### src/rtl/csr_exu.sv
// Execute-stage unit for Zicsr and trap instructions (CSRRW/S/C, ECALL, MRET).
// Holds one instruction at a time and drives the machine CSR file's write and trap ports.
module csr_exu #(
   parameter int             XLEN           = 32,
   parameter logic [XLEN-1:0] MCAUSE_ECALL   = 32'd11,
   parameter logic [XLEN-1:0] MCAUSE_ILLEGAL = 32'd2
) (
   input  logic            clock,
   input  logic            reset,
   input  logic            in_valid,
   output logic            in_ready,
   input  logic [XLEN-1:0] in_pc,
   input  logic [2:0]      in_op,
   input  logic            in_use_imm,
   input  logic [4:0]      in_uimm,
   input  logic [XLEN-1:0] in_rs1_data,
   input  logic [11:0]     in_csr_addr,
   input  logic [4:0]      in_rd,
   output logic            out_valid,
   input  logic            out_ready,
   output logic [4:0]      out_rd,
   output logic            out_rd_wen,
   output logic [XLEN-1:0] out_rd_data,
   output logic            out_redirect,
   output logic [XLEN-1:0] out_redirect_pc,
   output logic [11:0]     csr_raddr,
   input  logic [XLEN-1:0] csr_rdata,
   output logic            csr_wen,
   output logic [11:0]     csr_waddr,
   output logic [XLEN-1:0] csr_wdata,
   output logic            exception_en,
   output logic [XLEN-1:0] mepc_wdata,
   output logic [XLEN-1:0] mcause_wdata,
   input  logic [XLEN-1:0] mtvec_rdata,
   input  logic [XLEN-1:0] mepc_rdata
);

   typedef enum logic [1:0] {S_IDLE, S_EXEC, S_RESP} state_t;

   localparam logic [2:0] OP_CSRRW = 3'd0;
   localparam logic [2:0] OP_CSRRS = 3'd1;
   localparam logic [2:0] OP_CSRRC = 3'd2;
   localparam logic [2:0] OP_ECALL = 3'd3;
   localparam logic [2:0] OP_MRET  = 3'd4;

   state_t          state_reg, state_next;
   logic [XLEN-1:0] pc_reg, rs1_reg;
   logic [2:0]      op_reg;
   logic            use_imm_reg;
   logic [4:0]      uimm_reg, rd_reg;
   logic [11:0]     csr_addr_reg;

   logic [4:0]      out_rd_reg;
   logic            out_rd_wen_reg, out_redirect_reg;
   logic [XLEN-1:0] out_rd_data_reg, out_redirect_pc_reg;

   logic            in_exec, is_csr_op, addr_legal, is_illegal, is_trap, do_csr;
   logic [XLEN-1:0] src, wdata_calc, redirect_pc_calc;

   assign in_exec   = (state_reg == S_EXEC);
   assign is_csr_op = (op_reg < OP_ECALL);

   always_comb begin
      addr_legal = 1'b0;
      case (csr_addr_reg)
         12'h300, 12'h305, 12'h341, 12'h342: addr_legal = 1'b1;
         default:                            addr_legal = 1'b0;
      endcase
   end

   assign is_illegal = (op_reg > OP_MRET) || (is_csr_op && !addr_legal);
   assign is_trap    = is_illegal || (op_reg == OP_ECALL);
   assign do_csr     = is_csr_op && addr_legal;
   assign src        = use_imm_reg ? {{(XLEN-5){1'b0}}, uimm_reg} : rs1_reg;

   always_comb begin
      wdata_calc = src;
      case (op_reg)
         OP_CSRRS: wdata_calc = csr_rdata | src;
         OP_CSRRC: wdata_calc = csr_rdata & ~src;
         default:  wdata_calc = src;
      endcase
   end

   // Trap vectors are always direct-mode aligned, so the mode bits are masked off.
   always_comb begin
      redirect_pc_calc = '0;
      if (is_trap)
         redirect_pc_calc = mtvec_rdata & ~{{(XLEN-2){1'b0}}, 2'b11};
      else if (op_reg == OP_MRET)
         redirect_pc_calc = mepc_rdata;
   end

   // Set/clear with a zero rs1 field is a pure read and must not write the CSR.
   assign csr_wen      = in_exec && do_csr && ((op_reg == OP_CSRRW) || (uimm_reg != 5'd0));
   assign csr_raddr    = in_exec ? csr_addr_reg : 12'd0;
   assign csr_waddr    = in_exec ? csr_addr_reg : 12'd0;
   assign csr_wdata    = in_exec ? wdata_calc : '0;
   assign exception_en = in_exec && is_trap;
   assign mepc_wdata   = exception_en ? pc_reg : '0;
   assign mcause_wdata = exception_en ? (is_illegal ? MCAUSE_ILLEGAL : MCAUSE_ECALL) : '0;

   assign in_ready        = (state_reg == S_IDLE);
   assign out_valid       = (state_reg == S_RESP);
   assign out_rd          = out_rd_reg;
   assign out_rd_wen      = out_rd_wen_reg;
   assign out_rd_data     = out_rd_data_reg;
   assign out_redirect    = out_redirect_reg;
   assign out_redirect_pc = out_redirect_pc_reg;

   always_comb begin
      state_next = state_reg;
      case (state_reg)
         S_IDLE:  if (in_valid) state_next = S_EXEC;
         S_EXEC:  state_next = S_RESP;
         S_RESP:  if (out_ready) state_next = S_IDLE;
         default: state_next = S_IDLE;
      endcase
   end

   always_ff @(posedge clock or posedge reset) begin
      if (reset) begin
         state_reg           <= S_IDLE;
         pc_reg              <= '0;
         rs1_reg             <= '0;
         op_reg              <= 3'd0;
         use_imm_reg         <= 1'b0;
         uimm_reg            <= 5'd0;
         rd_reg              <= 5'd0;
         csr_addr_reg        <= 12'd0;
         out_rd_reg          <= 5'd0;
         out_rd_wen_reg      <= 1'b0;
         out_rd_data_reg     <= '0;
         out_redirect_reg    <= 1'b0;
         out_redirect_pc_reg <= '0;
      end else begin
         state_reg <= state_next;
         if (state_reg == S_IDLE && in_valid) begin
            pc_reg       <= in_pc;
            rs1_reg      <= in_rs1_data;
            op_reg       <= in_op;
            use_imm_reg  <= in_use_imm;
            uimm_reg     <= in_uimm;
            rd_reg       <= in_rd;
            csr_addr_reg <= in_csr_addr;
         end
         if (in_exec) begin
            out_rd_reg          <= rd_reg;
            out_rd_wen_reg      <= do_csr && (rd_reg != 5'd0);
            out_rd_data_reg     <= csr_rdata;
            out_redirect_reg    <= is_trap || (op_reg == OP_MRET);
            out_redirect_pc_reg <= redirect_pc_calc;
         end
      end
   end

endmodule

### config.mk
export PLATFORM = sky130hd
export DESIGN_NAME = csr_exu
export DESIGN_NICKNAME = d
export VERILOG_FILES = /design/src/rtl/csr_exu.sv
export SDC_FILE = /design/constraint.sdc
export NUM_CORES = 1
export LEC_CHECK = 0
export ABC_AREA = 1
export ABC_CLOCK_PERIOD_IN_PS = 14800
export CAP_MARGIN = 10
export CORE_AREA = 5 5 147 149
export DETAILED_ROUTE_END_ITERATION = 8
export DIE_AREA = 0 0 152 154
export PLACE_DENSITY = 0.81
export SETUP_SLACK_MARGIN = 0.5
export SYNTH_ARGS = -nofsm -noshare
export SYNTH_HDL_FRONTEND = slang
export SYNTH_SLANG_ARGS = --single-unit
### constraint.sdc
create_clock -name clock -period 14.8 [get_ports clock]
set_clock_uncertainty 0.1 [all_clocks]
set_input_delay 2.22 -clock clock [delete_from_list [all_inputs] [get_ports clock]]
set_output_delay 2.22 -clock clock [all_outputs]
set_load 0.02 [all_outputs]
==> out/qor.tcl <==
set qor(final_cell_count_no_fill) 1682
set qor(antenna_found_initial) 1
set qor(most_common_cell_after_layout_fill_and_taps_aside) {nand2_1}
set qor(highest_attainable_clock_frequency_ghz) 0.1644
set qor(vias_per_cell) 4.765
set qor(die-width_um) 152
set qor(synthesis.area_per_instance_um2) 7.619
set qor(tritoncts_clock_tree) {yes}
set qor(finalSetupViolations) 0
set qor(filler_cell_count) 1781
set qor(holdWs_ns) 0.3702
set qor(globalplace.congestion) 0.8753
set qor(mostFrequentLayoutCells) {nand2_1, clkdlybuf4s50_1, dfrtp_1, inv_1, o21ai_0}
set qor(layout.cell_area.non_filler_mm2) 0.01237
set qor(worst_setup_path_start_kind) {primary input}
set qor(root_buffer) {clkbuf_16}
set qor(htree_levels) 4
set qor(pwr_density_cell_mw_per_mm2) 201.1
set qor(static-leakage-power_uw) 0.006020
set qor(clock_insertion_delay_worst_skew_ns) 0.42
set qor(net_switching_power_of_the_design_uw) 1078
set qor(clock_path_buffers) 2
set qor(cts_resized) 0
set qor(setup.worst_path.class) {in2out}
set qor(coreArea_mm2) 0.02004
set qor(design.final.nets) 1589
set qor(syn-cell-area_mm2) 0.008358
set qor(pin_count_of_the_biggest_net_entering_global_routing) 111
set qor(clkPwrFrac) 0.182
set qor(synthCells) 1097
set qor(fin_setup_tns_ns) 0
set qor(dp_hpwl_mm) 19.15
set qor(synth.distinct_cells) 26
set qor(yosys_register_bits) 163
set qor(min_period_over_period) 0.4111
set qor(power.ir.vdd_worst_uv) 102.3
set qor(layout_utilization) 0.6173
set qor(slew_headroom) 0.3117
set qor(syn2layout_area_growth_pct) 48.01
set qor(postCtsSetupBuffers) 0
set qor(setup.reg_to_reg.worst_slack_ns) 11.86
set qor(max_cap_viol_count) 0
set qor(crit_fanout) 2
set qor(cts.clk_slew.worst_paths_ns) 0.06
set qor(grt_first_pass_wirelength_mm) 42.54
set qor(placement_cell_area_mm2) 0.01178
set qor(io_buffers) 353
set qor(top_level_ports) 385
set qor(std_cell_rows) 52
set qor(maxSlewViolCount) 0
set qor(synth_warnings) 0
set qor(wirelength_mm) 26.65
set qor(finalCriticalPeriod_ns) 6.084
set qor(dr_total_vias) 8015
set qor(dr_drc_count) 0
set qor(initial_core_util) 0.4171
set qor(cts_hold_buffers) 0
set qor(worst_endpoint_required_time_ns) 12.48
set qor(track_usage) 0.2235
set qor(final-hold-violation-count) 0
set qor(crit_arrival_ns) 3.76
set qor(clock_sink_count) 163
set qor(drt_pass1_iterations) 5
set qor(ys_seq_area_frac) 0.4880
set qor(floorplan.die_area_mm2) 0.02341
set qor(tightestPinTransition_ns) 1.032
set qor(rsz0062_at_grt) {false}
set qor(chipHeight_um) 154
set qor(element_type_at_the_critical_path_end) {primary output}
set qor(power.switching_fraction) 0.4332
set qor(cts-buffers-inserted) 17
set qor(worst_hold_path_type) {reg2reg}
set qor(p_int_uw) 1410
set qor(share_comb_of_total_power) 0.510
set qor(route.antenna.remaining_nets) 0
set qor(outcome) {finished, final reports clean}
set qor(final_layout_size_suffix_gt1_frac) 0.05666
set qor(drt_first_iter_violations) 396
set qor(grt_pass1_vias) 7949
set qor(place_inst) 1650
set qor(n_antenna_cell) 0
set qor(routedWlPerCell_um) 15.85
set qor(seq_power_share) 0.308
set qor(globalRouteOverflowTotal) 0
Yosys cell counts (all sizes together):
master  count  area share
nand2     380        0.17
buf        78       0.063
nand3      62       0.037
o211ai     32       0.029
nand4       1     0.00075
inv       158       0.071
conb        1     0.00045
dfrtp     163        0.49
a31oi       1     0.00075
nor4        2      0.0015
a22o        2      0.0021
clkbuf     27       0.012
nor2       62       0.045
o21ai     128       0.077
routing by layer:
metal | routed length [um] | vias up | share of wire | GRT usage
li1 | - | 3910 | - | -
met1 | 10790 | 3709 | 0.40 | 0.2710
met2 | 12960 | 336 | 0.49 | 0.3747
met3 | 2038 | 58 | 0.076 | 0.06745
met4 | 852 | 2 | 0.032 | 0.08861
met5 | 11 | - | 0.00041 | 0
metrics by stage:
stage / setup slack (ns) / power [uW]
finish: 8.716 / 2488
global route: 8.634 / 2672
CTS: 8.711 / 2515
detailed placement: 8.756 / 2049
global placement: 8.767 / 2015
floorplan: 8.075 / 1537
kinds of logic after synthesis:
kind of cell | Yosys count | synth area share
AO/OA/AOI/OAI | 163 | 0.1087
buffers and inverters | 263 | 0.1463
AND/OR/NAND/NOR | 507 | 0.2566
flip-flops | 163 | 0.4880
other | 1 | 0.0004487
final cells by class:
class | instances | area (um2) | share of cell area
Timing Repair Buffer | 360 | 3586 | 0.2899
Clock buffer | 18 | 429.2 | 0.03469
Sequential cell | 163 | 4079 | 0.3297
Multi-Input combinational cell | 699 | 3167 | 0.2560
Tap cell | 270 | 337.8 | 0.02731
Clock inverter | 14 | 166.4 | 0.01345
Inverter | 158 | 605.6 | 0.04895
critical path, stage by stage:
cell and delay, ns:
clkdlybuf4s50_1 0.46, inv_1 0.06, o21ai_0 0.15, o211ai_1 0.12
inv_1 0.11, clkdlybuf4s50_1 0.64
power groups by stage:
stage | Combinational, uW | Clock, uW | Sequential (uW)
floorplan | 671 | 0 | 866
global placement | 1250 | 0 | 764
detailed placement | 1270 | 0 | 774
CTS | 1280 | 466 | 767
global route | 1390 | 485 | 794
finish | 1270 | 453 | 767
path summary, 6_finish.rpt:
kind	end	depth (start not counted)	startpoint
min in group asynchronous	out_rd_data[19]	2	reset
max	csr_wdata[4]	6	csr_rdata[4]
max reg2reg	pc_reg[9]	6	state_reg[1]
min reg2reg	out_rd[4]	2	out_rd[4]
min	out_rd[4]	2	out_rd[4]
max in group asynchronous	out_redirect_pc[18]	3	reset
(Power assumes the default switching activity.)
